**src/rtl/noc_flit_pkg.sv**
```systemverilog
// Shared flit-level definitions for the router port arbitration protocol.
// Contents: flit_id encodings, advertised-length width, requester state
// enum and a saturating helper for the advertised hold length.
package noc_flit_pkg;

    localparam int LEN_W = 12;

    localparam logic [2:0] IDLE_ID = 3'b000;
    localparam logic [2:0] HEADER  = 3'b001;
    localparam logic [2:0] BODY    = 3'b010;
    localparam logic [2:0] TAIL    = 3'b100;

    typedef enum logic [1:0] {
        IDLE,
        REQ,
        SEND,
        RETRY
    } state_t;

    // Clamp a cycle count to the largest value the length field can carry.
    function automatic logic [LEN_W-1:0] sat_len(input logic [31:0] v);
        logic [LEN_W-1:0] r;
        if (v > 32'((2 ** LEN_W) - 1)) r = '1;
        else                           r = v[LEN_W-1:0];
        return r;
    endfunction

endpackage

```
**src/rtl/flit_requester_if.sv**
```systemverilog
// Bundle of the requester's source-side and arbiter/crossbar-side signals.
//   master : the requester (consumes src_* and grant, drives the rest)
//   slave  : the environment (local source + arbiter + crossbar)
// Signals: src_valid/src_ready/src_data/src_last (source flit handshake),
//          grant/req/flit_id/length (arbitration), flit_valid/flit_data
//          (outgoing flit), err_trunc (truncation pulse).
interface flit_requester_if
    import noc_flit_pkg::*;
#(
    parameter int DATA_W = 32
);
    logic              src_valid;
    logic              src_ready;
    logic [DATA_W-1:0] src_data;
    logic              src_last;
    logic              grant;
    logic              req;
    logic [2:0]        flit_id;
    logic [LEN_W-1:0]  length;
    logic              flit_valid;
    logic [DATA_W-1:0] flit_data;
    logic              err_trunc;

    modport master (
        input  src_valid, src_data, src_last, grant,
        output src_ready, req, flit_id, length, flit_valid, flit_data, err_trunc
    );

    modport slave (
        output src_valid, src_data, src_last, grant,
        input  src_ready, req, flit_id, length, flit_valid, flit_data, err_trunc
    );
endinterface

```
**src/rtl/flit_buf.sv**
```systemverilog
// Packet buffer: DEPTH x DATA_W register array, synchronous write,
// combinational read.
// Ports: clk, we/waddr/wdata (write side), raddr/rdata (read side).
module flit_buf #(
    parameter int DATA_W = 32,
    parameter int DEPTH  = 16
) (
    input  logic                     clk,
    input  logic                     we,
    input  logic [$clog2(DEPTH)-1:0] waddr,
    input  logic [DATA_W-1:0]        wdata,
    input  logic [$clog2(DEPTH)-1:0] raddr,
    output logic [DATA_W-1:0]        rdata
);
    logic [DATA_W-1:0] mem [DEPTH];

    always_ff @(posedge clk) begin
        if (we) mem[waddr] <= wdata;
    end

    assign rdata = mem[raddr];
endmodule

```
**src/rtl/flit_requester.sv**
```systemverilog
// Requester side of the router port arbitration protocol (one per input port).
// Buffers one packet from the local source, requests the port arbiter with a
// HEADER carrying the hold length, streams the packet while granted, and
// re-requests with the remaining length after a mid-packet timeout.
// Ports: clk, rst (synchronous, active-high), bus (flit_requester_if.master).
// Optional: define FLIT_REQUESTER_STATS_EN to add pkt_count[15:0] (transferred
// TAIL flits) and preempt_count[15:0] (SEND->RETRY transitions).
module flit_requester
    import noc_flit_pkg::*;
#(
    parameter int DATA_W    = 32,
    parameter int MAX_FLITS = 16,
    parameter int SLACK     = 2
) (
    input  logic               clk,
    input  logic               rst,
    flit_requester_if.master   bus
`ifdef FLIT_REQUESTER_STATS_EN
    ,
    output logic [15:0]        pkt_count,
    output logic [15:0]        preempt_count
`endif
);
    localparam int PTR_W = $clog2(MAX_FLITS);
    localparam int CNT_W = PTR_W + 1;
    localparam logic [PTR_W-1:0] LAST_PTR = PTR_W'(MAX_FLITS - 1);
    localparam logic [CNT_W-1:0] ONE_C    = CNT_W'(1);

    state_t            state_reg, state_next;
    logic [PTR_W-1:0]  wr_ptr_reg, wr_ptr_next;
    logic [CNT_W-1:0]  rd_ptr_reg, rd_ptr_next;
    logic [CNT_W-1:0]  pkt_len_reg, pkt_len_next;
    logic              err_trunc_reg, err_trunc_next;
    logic              buf_we;
    logic              is_tail;
    logic [CNT_W-1:0]  remaining;
    logic [DATA_W-1:0] rd_data;

    flit_buf #(
        .DATA_W (DATA_W),
        .DEPTH  (MAX_FLITS)
    ) u_buf (
        .clk   (clk),
        .we    (buf_we),
        .waddr (wr_ptr_reg),
        .wdata (bus.src_data),
        .raddr (rd_ptr_reg[PTR_W-1:0]),
        .rdata (rd_data)
    );

    assign is_tail   = (rd_ptr_reg == pkt_len_reg - ONE_C);
    assign remaining = pkt_len_reg - rd_ptr_reg;

    always_ff @(posedge clk) begin
        if (rst) begin
            state_reg     <= IDLE;
            wr_ptr_reg    <= '0;
            rd_ptr_reg    <= '0;
            pkt_len_reg   <= '0;
            err_trunc_reg <= 1'b0;
        end else begin
            state_reg     <= state_next;
            wr_ptr_reg    <= wr_ptr_next;
            rd_ptr_reg    <= rd_ptr_next;
            pkt_len_reg   <= pkt_len_next;
            err_trunc_reg <= err_trunc_next;
        end
    end

    always_comb begin
        state_next     = state_reg;
        wr_ptr_next    = wr_ptr_reg;
        rd_ptr_next    = rd_ptr_reg;
        pkt_len_next   = pkt_len_reg;
        err_trunc_next = 1'b0;
        buf_we         = 1'b0;
        case (state_reg)
            IDLE: begin
                if (bus.src_valid) begin
                    buf_we      = 1'b1;
                    wr_ptr_next = wr_ptr_reg + PTR_W'(1);
                    // The last buffer slot closes the packet even without
                    // src_last; that case is flagged as a truncation.
                    if (bus.src_last || wr_ptr_reg == LAST_PTR) begin
                        pkt_len_next   = CNT_W'(wr_ptr_reg) + ONE_C;
                        state_next     = REQ;
                        err_trunc_next = !bus.src_last;
                    end
                end
            end
            REQ: begin
                if (bus.grant) state_next = SEND;
            end
            SEND: begin
                if (bus.grant) begin
                    if (is_tail) begin
                        state_next   = IDLE;
                        wr_ptr_next  = '0;
                        rd_ptr_next  = '0;
                        pkt_len_next = '0;
                    end else begin
                        rd_ptr_next = rd_ptr_reg + ONE_C;
                    end
                end else begin
                    // Timed out or preempted: rd_ptr holds so nothing is lost.
                    state_next = RETRY;
                end
            end
            RETRY: begin
                state_next = REQ;
            end
            default: state_next = IDLE;
        endcase
    end

    always_comb begin
        bus.flit_id = IDLE_ID;
        bus.length  = '0;
        case (state_reg)
            REQ: begin
                bus.flit_id = HEADER;
                bus.length  = sat_len(32'(remaining) + 32'(SLACK));
            end
            SEND:    bus.flit_id = is_tail ? TAIL : BODY;
            default: bus.flit_id = IDLE_ID;
        endcase
    end

    assign bus.src_ready  = (state_reg == IDLE);
    assign bus.req        = (state_reg == REQ) || (state_reg == SEND);
    // Only the valid strobe follows grant combinationally.
    assign bus.flit_valid = (state_reg == SEND) && bus.grant;
    assign bus.flit_data  = rd_data;
    assign bus.err_trunc  = err_trunc_reg;

`ifdef FLIT_REQUESTER_STATS_EN
    logic [15:0] pkt_count_reg;
    logic [15:0] preempt_count_reg;

    always_ff @(posedge clk) begin
        if (rst) begin
            pkt_count_reg     <= '0;
            preempt_count_reg <= '0;
        end else if (state_reg == SEND) begin
            if (bus.grant && is_tail) pkt_count_reg     <= pkt_count_reg + 16'd1;
            if (!bus.grant)           preempt_count_reg <= preempt_count_reg + 16'd1;
        end
    end

    assign pkt_count     = pkt_count_reg;
    assign preempt_count = preempt_count_reg;
`endif

endmodule
```
**src/flat_wrapper.sv**
```systemverilog
// flat-port wrapper written by rule: the top's interface ports become plain ports
module flit_requester_flat import noc_flit_pkg::*;
#(
    parameter int DATA_W    = 32,
    parameter int MAX_FLITS = 16,
    parameter int SLACK     = 2
)
  (clk, rst, bus_src_valid, bus_src_data, bus_src_last, bus_grant, bus_src_ready, bus_req, bus_flit_id, bus_length, bus_flit_valid, bus_flit_data, bus_err_trunc);
  flit_requester_if #(.DATA_W(DATA_W)) bus_i ();
  input  logic clk;
  input  logic rst;
  input wire logic [$bits(bus_i.src_valid)-1:0] bus_src_valid;
  input wire logic [$bits(bus_i.src_data)-1:0] bus_src_data;
  input wire logic [$bits(bus_i.src_last)-1:0] bus_src_last;
  input wire logic [$bits(bus_i.grant)-1:0] bus_grant;
  output wire logic [$bits(bus_i.src_ready)-1:0] bus_src_ready;
  output wire logic [$bits(bus_i.req)-1:0] bus_req;
  output wire logic [$bits(bus_i.flit_id)-1:0] bus_flit_id;
  output wire logic [$bits(bus_i.length)-1:0] bus_length;
  output wire logic [$bits(bus_i.flit_valid)-1:0] bus_flit_valid;
  output wire logic [$bits(bus_i.flit_data)-1:0] bus_flit_data;
  output wire logic [$bits(bus_i.err_trunc)-1:0] bus_err_trunc;
  assign bus_i.src_valid = bus_src_valid;
  assign bus_i.src_data = bus_src_data;
  assign bus_i.src_last = bus_src_last;
  assign bus_i.grant = bus_grant;
  assign bus_src_ready = bus_i.src_ready;
  assign bus_req = bus_i.req;
  assign bus_flit_id = bus_i.flit_id;
  assign bus_length = bus_i.length;
  assign bus_flit_valid = bus_i.flit_valid;
  assign bus_flit_data = bus_i.flit_data;
  assign bus_err_trunc = bus_i.err_trunc;
  flit_requester #(.DATA_W(DATA_W), .MAX_FLITS(MAX_FLITS), .SLACK(SLACK)) u_core (.clk(clk), .rst(rst), .bus(bus_i));
endmodule
```
**config.mk**
```make
export PLATFORM = sky130hd
export DESIGN_NAME = flit_requester_flat
export DESIGN_NICKNAME = d
export VERILOG_FILES = /design/src/rtl/noc_flit_pkg.sv /design/src/rtl/flit_requester_if.sv /design/src/rtl/flit_buf.sv /design/src/rtl/flit_requester.sv /design/src/flat_wrapper.sv
export SDC_FILE = /design/constraint.sdc
export NUM_CORES = 1
export LEC_CHECK = 0
export ABC_CLOCK_PERIOD_IN_PS = 4200
export CORE_MARGIN = 10
export CORE_UTILIZATION = 57
export CTS_BUF_LIST = sky130_fd_sc_hd__clkbuf_4
export DETAILED_ROUTE_END_ITERATION = 8
export GPL_TIMING_DRIVEN = 0
export PLACE_DENSITY = 0.82
export SLEW_MARGIN = 20
export SYNTH_ARGS = -nofsm -noshare
export SYNTH_HDL_FRONTEND = slang
export SYNTH_SLANG_ARGS = --single-unit
```
**constraint.sdc**
```tcl
create_clock -name clk -period 4.2 [get_ports clk]
set_input_delay 0.84 -clock clk [delete_from_list [all_inputs] [get_ports clk]]
set_output_delay 0.84 -clock clk [all_outputs]
set_load 0.02 [all_outputs]
```
# Word level (Yosys, flattened, before mapping)
# Memory sizes are Yosys's and may differ from the RTL's. A register that Yosys moved wholly into a read port is not among the register bits.
# Index checks and enable logic that the tools add are counted.
# word_totals
regBits,17
mem_count,1
out_inout_bits,51
elab_cells,64
inputBits,37
ramBits,512
# mem_list
memory,depth,width,rd,rd_ports_with_merged_regs,wr,line_no,source
u_core.u_buf.mem,16,32,1,1,1,flit_buf.sv:15,logic [DATA_W-1:0] mem [DEPTH];
# op_classes
magnitude_cmp,1
n_addsub,6
bitwise,3
n_eq_ne,11
n_mux,26
n_reduce_logical,11
# ops
op,n
$gt A32 B12 Y1 const B,1
$mux W5,5
$mux W12,2
$mux W4,5
$mux W2,5
$pmux W5 S2,1
$pmux W2 S4,1
$pmux W4 S2,1
$reduce_and A4 Y1,2
$add A5 B2 Y6 const B,1
$ne A2 B2 Y1 const B,3
$pmux W3 S2,1
$add A4 B1 Y5 const B,1
$add A5 B1 Y5 const B,1
$eq A5 B5 Y1,1
$reduce_and A5 Y1,1
$sub A5 B1 Y5 const B,1
$sub A5 B5 Y5,1
$add A4 B1 Y4 const B,1
$eq A2 B2 Y1 const B,2
$eq A4 B4 Y1 const B,1
$mux W1,4
$ne A2 B1 Y1 const B,2
$reduce_or A4 Y1,1
other kinds (10),13

# Logic depth before layout (Yosys ltp)
# Gate-level depths: netlist of run 1.
# logic_depth
ltp_word,5
ltp_mapped,9
depth_no_buf,9

# By module
# Synthesis of run 1 repeated with hierarchy kept, for this count alone.
# hier_totals
cells_unflattened,985
area_unflattened_um2,20618.5
# modules_own_cells
mod,instances,area_each_um2,cells_per_inst
flit_buf,1,19194.7,806
flit_requester,1,1423.9,179

# Least setup slack after synthesis of run 1
# No wires, ideal clock.
# synth_path
kind,input-to-reg
start,input port bus_src_valid
end,"memory u_core.u_buf.mem[3][0], enable pin"
setup_slack_ps,525
path_buffers,0
t_arrival_ps,3214
stages,2
setup_time_ps,461
cell_sequence,nand3_1 > nor3_1
# synth_via
elab_chain_cells,4
# synth_lines
element,line_no,source
from (decl),flat_wrapper.sv:12,input wire logic [$bits(bus_i.src_valid)-1:0] bus_src_valid;
$mux W1,flit_requester.sv:79,if (bus.src_valid) begin
$mux W1,flit_requester.sv:77,case (state_reg)
$mux W1,flit_buf.sv:18,if (we) mem[waddr] <= wdata;
$mux W1 (implied by the code),flit_buf.sv:18,
to (decl),flit_buf.sv:15,
# No other way between the ends.

==> reports/results.txt, run 1 <==
EDFF count, synth -> 512
Net Sw Power -> 2.61 mW
Die Y -> 211 um
Clk Latency, worst-skew pair -> 0.85 ns
CTS Root Buffer Type -> clkbuf_4
delay of the slowest cell on the worst path -> 0.57 ns
worst reg2reg setup slack -> 1.50 ns
FF-to-FF Start -> u_core.state_reg[0]
Switching Fraction -> 23.6%
Max Slew Vio Count -> 0
crit end category -> output port
gpl congestion -> 0.779
count of unique library cells instantiated by Yosys -> 52
area share of the largest cell type after synthesis -> 73.7%
Synth Register Bits -> 533
CTS Buf Count -> 134
Hold Crit Class -> in2reg
register area share after synthesis -> 75.8%
TritonCTS Sinks -> 533
Setup crit end -> bus_flit_data[8]
Worst R2R Path Depth -> 6
max reg flops -> 512
DRC violations left -> 0
ranking of synthesized cells by area -> edfxtp_1, mux4_2, dfxtp_1, mux4_1, ha_1
Leakage -> 7.95 nW
grt total ovfl -> 0
Vias -> 10900
CTS tree -> done
Peak VDD IR -> 0.257 mV
Nets -> 1227
status -> finished clean
CTS Hold Bufs -> 0
row cnt -> 69
clock-pin slew on the worst setup and hold paths -> 0.07 ns
FMAX -> 0.244 GHz
critical path class -> reg2out
WP data required -> 3.36 ns
full die area -> 44600 um^2
period utilization -> 97.5%
initial antenna violation count -> 4
met1 usage in global routing -> 29.0%
Iteration-0 DRC Markers -> 1350
CP max stage cell -> clkdlybuf4s50_1
crit-path cells -> buf_2, clkbuf_4, mux4_2, mux4_2, clkdlybuf4s50_1
clock power share -> 38.2%
Top Usage Layer GRT -> met2
Worst EP arrival -> 3.25 ns
Worst slew margin -> 34.7%
Mapped Area -> 20800 um^2
Hold Vio Cnt, Final -> 0
Startpoint Class -> register
Max Cap Viol -> 0
Comb pwr share -> 7.4%
Synth area leader -> edfxtp_1
Post-Syn Area per Cell -> 22.8 um^2
r2r endpoint -> u_core.u_buf.mem[1][20]
Hold Slack -> 0.485 ns
total track usage -> 22.8%
met2 usage -> 38.3%
Seq pwr share -> 54.4%
Worst Tran Pin Value -> 0.980 ns
synthesis-to-layout area growth -> 18.9%
pwr dens -> 445 nW/um^2
final HPWL from detailed placement -> 30700 um
vias in the first global route -> 11600
Crit Path Max Fanout -> 10
internal power -> 8.41 mW
per-cell routed wire length -> 28.7 um
Post-Syn Instances -> 914
Fin Clk Skew -> 0.0696 ns
CTS Buffer Depth -> 3
Synth Warn # -> 0
Top FF cell, synth -> edfxtp_1
GRT met3 Usage -> 5.59%
unrepaired setup endpoints after global routing -> no
first-pass GRT wire length -> 74200 um
largest net degree at the start of global routing -> 19
Inst Count DP -> 1500
WL final -> 49300 um
Post-synth ARST share -> 0%
IO Pins -> 88
ratio of cells with drive above 1 in the final layout -> 35.4%
hold depth -> 2
Placeable Area -> 35800 um^2
I/O Buffers -> 80
final core occ -> 69.2%
Initial Util -> 58.2%
Final Setup Violations -> 0
Top cell by count, worst path -> mux4_2
H-tree Lvls -> 4
final antenna-violating net count -> 0
DRT Pass-1 Iters -> 7
fin cells -> 1720
min cycle time layout -> 4.09 ns
chip width -> 211 um
number of vias per cell -> 6.34
## how the worst min path moves through the flow
| stage | slack (ns) | end | startpoint |
|---|---|---|---|
| after global placement | 0.49 | u_core.state_reg[1] | u_core.state_reg[1] |
| final | 0.49 | u_core.state_reg[0] | rst |
| after CTS | 0.43 | u_core.state_reg[0] | rst |
| after detailed placement | 0.50 | u_core.state_reg[1] | u_core.state_reg[1] |
| after floorplan | 0.47 | u_core.state_reg[1] | u_core.state_reg[1] |
| after global routing | 0.47 | u_core.state_reg[0] | rst |
## cell families (layout without fill, tap and decap cells)
| family | Yosys count | count (layout) | synth area share [%] |
|---|---|---|---|
| mux | 164 | 164 | 17.6 |
| flops | 533 | 533 | 75.8 |
| xor+xnor | 13 | 13 | 0.612 |
| buf+inv | 62 | 400 | 1.56 |
| fa+ha+maj | 15 | 15 | 0.936 |
| compound gates | 33 | 33 | 1.25 |
| simple gates | 93 | 93 | 2.24 |
| other cells | 1 | 8 | 0.0180 |
## cells in the final DEF, fill, tap and decap left out, types with 6 or more instances in the layout
cell type,Yosys,final
a21oi_1,11,11
buf_16,0,16
buf_4,16,29
buf_6,4,10
clkbuf_1,19,8
clkbuf_4,0,175
clkdlybuf4s50_1,0,51
clkinv_1,1,33
conb_1,1,6
dfxtp_1,21,19
dlygate4sd2_1,0,19
dlymetal6s2s_1,0,9
edfxtp_1,512,512
ha_1,14,14
inv_1,13,13
mux4_1,7,7
mux4_2,153,153
nand2_1,12,11
nand3_1,17,17
nor2_1,28,16
nor2_4,0,12
nor2b_1,6,6
xnor2_1,6,6
xor2_1,6,6
## area by class of cell
cell class / count / area [um^2]
sequential: 533 / 15800
fill: 2026 / 11000
multi-input combinational: 324 / 4880
timing repair buffer: 120 / 1470
clock buffer: 167 / 1250
tap: 461 / 577
buffer: 48 / 408
clock inverter: 51 / 344
inverter: 14 / 52.6
antenna: 2 / 5.00
## synth_stat cells, types with 2 or more instances
master	count
dfxtp_1	21
nor2_1	28
nor3_1	9
mux4_1	7
o21ai_0	2
a31oi_1	5
nor2b_1	6
nand3b_1	2
buf_4	16
nor4_1	3
mux2i_1	3
buf_1	7
edfxtp_1	512
ha_1	14
xnor2_1	6
mux4_2	153
nand2_1	12
nand2b_1	4
nand3_1	17
inv_1	13
buf_6	4
xor2_1	6
clkbuf_1	19
and2_1	3
a311oi_1	5
a21oi_1	11
## metal layers
layer / share of wire [%] / vias to the layer above
met5: 0.055 / -
met4: 1.8 / 4
met3: 8.0 / 83
met2: 53 / 630
met1: 37 / 5714
li1: - / 4478
## power by group through the flow
stage          combinational, mW  clock [mW]  sequential (mW)
2_1_floorplan              0.436           0             6.10
3_3_place_gp               0.758           0             6.11
3_5_place_dp               0.833           0             6.11
4_1_cts                    0.825        4.27             5.99
5_1_grt                    0.870        4.54             6.00
6_report                   0.817        4.21             5.99
## timing repair
item / in CTS / in global routing
setup buffers: 0 / 0
setup endpoints to repair: 37 / 18
pin swaps: 0 / 1
resized for setup: 69 / 22
## through the flow
stage / setup WS (ns) / area [um^2] / power [mW] / TNS, ns
floorplan: 0.525 / 20900 / 6.53 / 0
global placement: -2.60 / 22200 / 6.87 / -618.88
detailed placement: 0.204 / 23000 / 6.94 / 0
CTS: -0.0380 / 24700 / 11.1 / -0.0473
global route: 0.0142 / 24800 / 11.4 / 0
finish: 0.106 / 24800 / 11.0 / 0
## critical path, delay by kind of cell (launching register included)
family / cells / cell delay [ns]
buf+inv: 3 / 1.22
mux: 2 / 0.82
flops: 1 / 0.36
(Power assumes the default switching activity.)
==> inputs of run 2 (changes only) <==
==> constraint.sdc (replaced) <==
create_clock -name clk -period 4.2 [get_ports clk]
set_input_delay 0.42 -clock clk [delete_from_list [all_inputs] [get_ports clk]]
set_output_delay 0.42 -clock clk [all_outputs]
set_load 0.02 [all_outputs]
==> reports/results.txt, run 2 (synthesized netlist as in run 1, its figures left out) <==
Initial Util -> 58.2%
Worst R2R Path Depth -> 6
internal power -> 8.44 mW
Worst EP arrival -> 3.56 ns
gpl congestion -> 0.779
Clk Latency, worst-skew pair -> 0.85 ns
hold_sp -> rst
fillers -> 2055
CTS Root Buffer Type -> clkbuf_4
full die area -> 44600 um^2
Inst Count DP -> 1500
Max Slew Vio Count -> 0
initial antenna violation count -> 3
Nets -> 1227
FF-to-FF Start -> u_core.state_reg[0]
most frequent cells in the layout -> edfxtp_1, clkbuf_4, mux4_2
final HPWL from detailed placement -> 30700 um
worst reg2reg setup slack -> 1.47 ns
period utilization -> 94.8%
Net Sw Power -> 2.59 mW
Die Y -> 211 um
Peak VDD IR -> 0.257 mV
row cnt -> 69
Top Usage Layer GRT -> met2
WL final -> 49200 um
final antenna-violating net count -> 0
Comb pwr share -> 7.6%
most common cell after layout, fill and taps aside -> edfxtp_1
GRT met3 Usage -> 5.53%
max reg flops -> 512
Hold Vio Cnt, Final -> 0
clock power share -> 38.0%
FMAX -> 0.251 GHz
Hold Crit Class -> in2reg
met2 usage -> 38.4%
H-tree Lvls -> 4
largest net degree at the start of global routing -> 19
r2r endpoint -> u_core.u_buf.mem[1][20]
Worst slew margin -> 35.0%
first-pass GRT wire length -> 74200 um
clock-pin slew on the worst setup and hold paths -> 0.07 ns
vias in the first global route -> 11600
CTS Buf Count -> 134
Iteration-0 DRC Markers -> 1212
Placeable Area -> 35800 um^2
DRT Pass-1 Iters -> 5
Multi-input gate area -> 4860 um^2
TritonCTS Sinks -> 533
FF+latch area -> 15800 um^2
Seq pwr share -> 54.4%
met1 usage in global routing -> 29.0%
CTS Buffer Depth -> 3
Setup TNS Final -> 0 ns
DRC violations left -> 0
pwr dens -> 447 nW/um^2
Startpoint Class -> register
fin cells -> 1721
total track usage -> 22.8%
synthesis-to-layout area growth -> 18.3%
grt total ovfl -> 0
min cycle time layout -> 3.98 ns
Switching Fraction -> 23.5%
chip width -> 211 um
IO Pins -> 88
Leakage -> 7.81 nW
delay of the slowest cell on the worst path -> 0.58 ns
I/O Buffers -> 80
per-cell routed wire length -> 28.6 um
CP max stage cell -> clkdlybuf4s50_1
crit end category -> output port
unrepaired setup endpoints after global routing -> no
Max Cap Viol -> 0
setup bufs post-CTS -> 0
Top cell by count, worst path -> mux4_2
WP data required -> 3.78 ns
Final Setup Violations -> 0
number of vias per cell -> 6.36
status -> finished clean
CTS tree -> done
Vias -> 11000
hold path endpoint -> u_core.state_reg[0]
crit-path cells -> clkbuf_2, clkdlybuf4s15_2, mux4_2, mux4_2, clkdlybuf4s50_1
Fin Clk Skew -> 0.0660 ns
hold depth -> 2
Worst Tran Pin Value -> 0.974 ns
Crit Path Max Fanout -> 10
ratio of cells with drive above 1 in the final layout -> 34.9%
critical path class -> reg2out
## run 2: how the worst max path moves through the flow
stage / from / endpoint / slack (ns) / cells past startpoint
after floorplan: u_core.state_reg[0] / u_core.u_buf.mem[3][0] / 0.54 / 4
after global placement: bus_src_valid / u_core.u_buf.mem[3][18] / -2.18 / 3
after detailed placement: register / bus_flit_data[19] / 0.62 / 5
after CTS: register / bus_flit_data[31] / 0.18 / 5
after global routing: u_core.rd_ptr_reg[0] / bus_length[4] / 0.005 / 9
final: register / bus_flit_data[31] / 0.22 / 5
## run 2: area by class of cell
type	instances	area share, %
tap	461	2.34
sequential	533	64.0
timing repair buffer	120	5.98
antenna	3	0.0304
multi-input combinational	324	19.7
clock inverter	51	1.40
buffer	48	1.22
inverter	14	0.213
clock buffer	167	5.08
## run 2: critical path, delay by kind of cell, from the launching register on
kind                   cells  cell delay, ns
multiplexers               2            0.95
flip-flops                 1            0.36
buffers and inverters      3            1.39
## run 2: power groups by stage
stage	registers, mW	clock network [mW]	logic (mW)
2_1_floorplan	6.10	0	0.436
3_3_place_gp	6.11	0	0.758
3_5_place_dp	6.11	0	0.833
4_1_cts	5.99	4.27	0.841
5_1_grt	6.00	4.54	0.889
6_report	5.99	4.19	0.839
## run 2: per-layer routing
metal / wire [um] / up-vias
li1: - / 4468
met1: 18500 / 5711
met2: 25700 / 681
met3: 4060 / 89
met4: 935 / 2
met5: 13 / -
## run 2: stage by stage
step / util (%) / power (mW) / hold WS (ns) / area, um^2 / setup slack, ns
global placement: 62.1 / 6.87 / 0.485 / 22200 / -2.18
CTS: 68.8 / 11.1 / 0.00616 / 24700 / 0.184
global route: 68.8 / 11.4 / 0.0542 / 24700 / 0.00514
floorplan: - / 6.53 / 0.466 / 20900 / 0.540
finish: 68.8 / 11.0 / 0.0648 / 24700 / 0.217
detailed placement: 64.3 / 6.94 / 0.501 / 23000 / 0.624
## run 2: repair_timing
item | 4_1_cts | 5_1_grt
setup endpoints to repair | 32 | 0
hold buffers | 0 | 0
resized for setup | 15 | 0
==> inputs of run 3 (changes only) <==
--- a/config.mk
+++ b/config.mk
@@ -8,7 +8,7 @@
 export ABC_CLOCK_PERIOD_IN_PS = 4200
 export CORE_MARGIN = 10
 export CORE_UTILIZATION = 57
-export CTS_BUF_LIST = sky130_fd_sc_hd__clkbuf_4
+export CTS_BUF_LIST = sky130_fd_sc_hd__clkbuf_8
 export DETAILED_ROUTE_END_ITERATION = 8
 export GPL_TIMING_DRIVEN = 0
 export PLACE_DENSITY = 0.82
==> reports/results.txt, run 3 (synthesized netlist as in run 1, its figures left out) <==
per-cell routed wire length -> 29.3 um
Worst EP arrival -> 3.69 ns
crit-path cells -> clkbuf_1, clkbuf_1, mux4_2, mux4_2, clkdlybuf4s50_1
Inst Count DP -> 1500
Worst Tran Pin Value -> 0.935 ns
CTS Buf Count -> 81
DRC violations left -> 0
vias in the first global route -> 11100
synthesis-to-layout area growth -> 18.2%
max reg flops -> 512
final antenna-violating net count -> 0
total track usage -> 22.1%
Vias -> 10500
final core occ -> 68.8%
Iteration-0 DRC Markers -> 1126
IO Pins -> 88
status -> finished clean
chip width -> 211 um
largest net degree at the start of global routing -> 19
WP data required -> 3.78 ns
Tot Pwr -> 11.0 mW
fin cells -> 1650
crit end category -> output port
min cycle time layout -> 4.11 ns
unrepaired setup endpoints after global routing -> no
CTS Root Buffer Type -> clkbuf_8
CTS Buffer Depth -> 3
CTS Hold Bufs -> 0
ratio of cells with drive above 1 in the final layout -> 30.0%
final HPWL from detailed placement -> 30700 um
worst slack, placed -> 0.624 ns
Peak VDD IR -> 0.273 mV
period utilization -> 97.7%
Leakage -> 7.76 nW
full die area -> 44600 um^2
Final WS setup -> 0.0948 ns
Setup TNS Final -> 0 ns
Crit Path Max Fanout -> 10
Clk Latency, worst-skew pair -> 0.62 ns
most frequent cells in the layout -> edfxtp_1, mux4_2, clkbuf_8
initial antenna violation count -> 3
CP max stage cell -> clkbuf_1
setup bufs post-CTS -> 0
Final Setup Violations -> 0
CTS tree -> done
H-tree Lvls -> 3
Worst slew margin -> 37.7%
grt total ovfl -> 0
Hold Crit Class -> in2reg
clock-pin slew on the worst setup and hold paths -> 0.07 ns
DRT Pass-1 Iters -> 5
Die Y -> 211 um
Nets -> 1174
row cnt -> 69
I/O Buffers -> 80
Max Slew Vio Count -> 0
most common cell after layout, fill and taps aside -> edfxtp_1
FMAX -> 0.244 GHz
WL final -> 48300 um
critical path class -> reg2out
Hold Vio Cnt, Final -> 0
Startpoint Class -> register
gpl congestion -> 0.779
Initial Util -> 58.2%
number of vias per cell -> 6.38
Max Cap Viol -> 0
Placeable Area -> 35800 um^2
first-pass GRT wire length -> 72300 um
Fin Clk Skew -> 0.0328 ns
delay of the slowest cell on the worst path -> 0.67 ns
TritonCTS Sinks -> 533
pwr dens -> 448 nW/um^2
run 3: changes by cell type in the layout (fill, tap and decap cells not counted), sizes merged:
cell      delta
clkinv      -12
clkinvlp     -1
buf          -2
clkbuf      -80
inv         +23
bufinv       +1
run 3: where the power goes:
group	internal, mW	switching (mW)	leakage, nW
clock network	2.20	1.99	0.898
registers	5.95	0.0447	4.79
logic	0.358	0.480	2.07
total	8.51	2.51	7.76
run 3: final timing paths:
path | endpoint | depth (start not counted) | start | slack, ns
max | bus_flit_data[11] | 5 | register | 0.09
min | u_core.state_reg[0] | 2 | rst | 0.30
max reg2reg | u_core.u_buf.mem[1][16] | 6 | u_core.state_reg[0] | 1.55
min reg2reg | u_core.state_reg[1] | 2 | u_core.state_reg[1] | 0.51
run 3: worst max-delay path, delay by kind of cell, from the launching register on:
kind                   cells  cell delay [ns]
buffers and inverters      3             1.74
multiplexers               2             0.95
flip-flops                 1             0.37
run 3: area by class of cell:
cell class / count / area [um^2]
sequential: 533 / 15800
fill: 2001 / 11200
multi-input combinational: 324 / 4860
timing repair buffer: 120 / 1480
clock buffer: 85 / 1170
tap: 461 / 577
clock inverter: 62 / 407
buffer: 48 / 293
inverter: 14 / 52.6
antenna: 3 / 7.51
run 3: stage by stage:
stage          hold WS [ns]  instance area, um^2
6_report              0.299                24600
5_1_grt               0.313                24600
4_1_cts               0.259                24600
3_5_place_dp          0.501                23000
3_3_place_gp          0.485                22200
2_1_floorplan         0.466                20900
run 3: metal layers:
metal	vias to the layer above	part of all wire, %	wire [um]	track usage (%)
li1	4302	-	-	-
met4	2	2.6	1240	7.14
met1	5540	38	18400	29.0
met2	584	52	24900	37.0
met5	-	0.027	13	0
met3	104	7.8	3760	4.21
run 3: timing repair:
item | 4_1_cts | 5_1_grt
pin swaps | 0 | 0
gates resized for setup | 5 | 9
cloned | 0 | 0
setup endpoints to repair | 16 | 16
==> variant: new RTL, flow settings as in run 3 <==
`pkt_len_reg` no longer has a reset.
--- a/src/rtl/flit_requester.sv
+++ b/src/rtl/flit_requester.sv
@@ -57,5 +57,4 @@
             wr_ptr_reg    <= '0;
             rd_ptr_reg    <= '0;
-            pkt_len_reg   <= '0;
             err_trunc_reg <= 1'b0;
         end else begin
@@ -63,7 +62,10 @@
             wr_ptr_reg    <= wr_ptr_next;
             rd_ptr_reg    <= rd_ptr_next;
-            pkt_len_reg   <= pkt_len_next;
             err_trunc_reg <= err_trunc_next;
         end
+    end
+
+    always_ff @(posedge clk) begin
+        pkt_len_reg <= pkt_len_next;
     end
 
Check against the original RTL: no difference found for any inputs over 4 cycles, from zero or initial values and one cycle with rst high; that may be too few to reach the edited logic, so the function may still have changed.
==> variant against run 3 <==
Clock power is 7.6% lower; largest power group unchanged; critical endpoint is now bus_flit_data[0]; count of clock-buffer cells in the layout is 5 lower; clock skew is 0.014 ns higher; sequential cell count stayed put; synthesized cell count is 1.5% lower; worst hold slack better by 0.11 ns; area after synthesis is 0.50% lower; critical path depth stayed put; non-clock buffer count is 22 lower; total power is 1.1% lower; design area is 2.4% lower; routed wire length is 5.6% lower; worst setup slack worse by 0.030 ns.
==> variant: results (changes against run 3) <==
outcome -> complete, no violations
Fin Clk Skew -> 0.0463 ns (+0.0136 ns)
number of design-rule violations left by the first detailed-router iteration -> 1,340 (+19%)
port buffer count -> 81 (+1.3%)
library cell used as clock root buffer -> sky130_fd_sc_hd__clkbuf_8
count of unique library cells instantiated by Yosys -> 48 (-7.7%)
worst reg2reg path startpoint -> u_core.pkt_len_reg[1]
portion of the post-synthesis area used by sequential elements -> 76.4% (+0.62 points)
nets@finish -> 1,136 (-3.2%)
highest cell delay on the worst timing path -> 0.70 ns (+0.03 ns)
worst r2r dst -> u_core.pkt_len_reg[4]
top post-synthesis cells by count -> 517 x sky130_fd_sc_hd__edfxtp_1, 160 x sky130_fd_sc_hd__mux4_2, 25 x sky130_fd_sc_hd__clkbuf_1
DRT met1 WL -> 16.7 mm (-9.1%)
switching share of power -> 23.0% (+0.24 points)
share of layout cells above drive strength 1 -> 28.4% (-1.7 points)
worst slack, placed -> 0.582 ns (-0.0420 ns)
setup slack of the worst register-to-register path -> 1.65 ns (+0.10 ns)
length of routed met3 wiring -> 3.97 mm (+5.7%)
relative slew slack -> 29.8% (-7.8 points)
crit path DAT -> 3.71 ns (+0.02 ns)
gr usage total -> 21.0% (-1.1 points)
maximum number of pins on one net before global-route repair -> 22 (+3)
static leakage -> 0.00749 uW (-3.4%)
Hold Path End -> u_core.bus.err_trunc
weighted congestion at the end of routability-driven global placement -> 0.784 (+0.55%)
layout filler cell count -> 2,129 (+6.4%)
number of global-route vias before repair -> 10,700 (-3.5%)
number of synthesized flops with an enable pin -> 517 (+0.98%)
met1 layer usage reported by global route -> 26.9% (-2.2 points)
fraction of met3 tracks used by global routing -> 4.47% (+0.25 points)
worst-case hold slack -> 0.407 ns (+0.108 ns)
routed length on met2 -> 24.0 mm (-3.8%)
vias post-DR -> 10,100 (-3.7%)
first-pass GRT wire length -> 68.3 mm (-5.6%)
dpl hpwl -> 28.6 mm (-7.1%)
worst ir drop on vdd -> 0.250 mV (-8.2%)
met2 demand-to-capacity share in global routing -> 35.7% (-1.3 points)
Warnings, synthesis -> 0 (unchanged)
Routed Wire Length -> 45.6 mm (-5.6%)
startpoint of the worst hold path -> bus_src_last
count of cells resized by post-cts repair -> 3 (-2)
leading post-synthesis cells by cell area -> sky130_fd_sc_hd__edfxtp_1 75%, sky130_fd_sc_hd__mux4_2 17%, sky130_fd_sc_hd__dfxtp_1 1.5%
category of cells accounting for the largest share of critical-path delay -> buffers and inverters
-- variant: power by group through the flow --
stage	Combinational [uW]	Sequential, uW	Clock, uW
after detailed placement	1010	6140	0
after floorplan	561	6120	0
final	1000	6030	3870
after global placement	954	6130	0
after global routing	1070	6030	4170
after CTS	1010	6030	3920
-- variant: final cells by class --
class	instances	share of cell area (%)
well taps	461	2.40
multi-input cells	309	19.4
clock buffers	80	4.58
clock inverters	56	1.41
diodes	1	0.0104
flip-flops and latches	533	65.9
plain buffers	48	1.05
repair buffers	98	5.01
inverters	15	0.234
-- variant: through the flow --
stage	cell area, sq um	std cells	power, uW	TNS [ns]	util (%)
floorplan	20800	905	6680	0	-
global placement	22200	1447	7080	-8.68	62.0
detailed placement	22600	1464	7140	0	63.2
CTS	24000	1600	11000	0	67.2
global route	24000	1601	11300	-0.0451	67.2
finish	24000	1601	10900	0	67.2
-- variant: how the worst max path moves through the flow --
stage | start | to | slack (ns) | cells after the start
3_3_place_gp | bus_src_valid | u_core.u_buf.mem[15][16] | -0.28 | 3
5_1_grt | flip-flop | bus_flit_data[12] | -0.02 | 5
4_1_cts | flip-flop | bus_flit_data[30] | 0.001 | 5
6_report | flip-flop | bus_flit_data[0] | 0.07 | 5
2_1_floorplan | u_core.state_reg[0] | u_core.u_buf.mem[15][0] | 1.51 | 4
3_5_place_dp | flip-flop | bus_flit_data[12] | 0.58 | 5
-- variant: cell families (layout without fill, tap and decap cells) --
family                   count (synthesis)  after routing  share of synthesized area, %
buffers and inverters                   63            297                          1.40
AO/OA/AOI/OAI                           28             28                         0.959
flip-flops                             533            533                          76.4
adder cells (fa/ha/maj)                 15             15                         0.941
XOR/XNOR                                13             13                         0.615
other                                    1              7                        0.0181
multiplexers                           161            161                          17.4
AND/OR/NAND/NOR                         86             86                          2.27
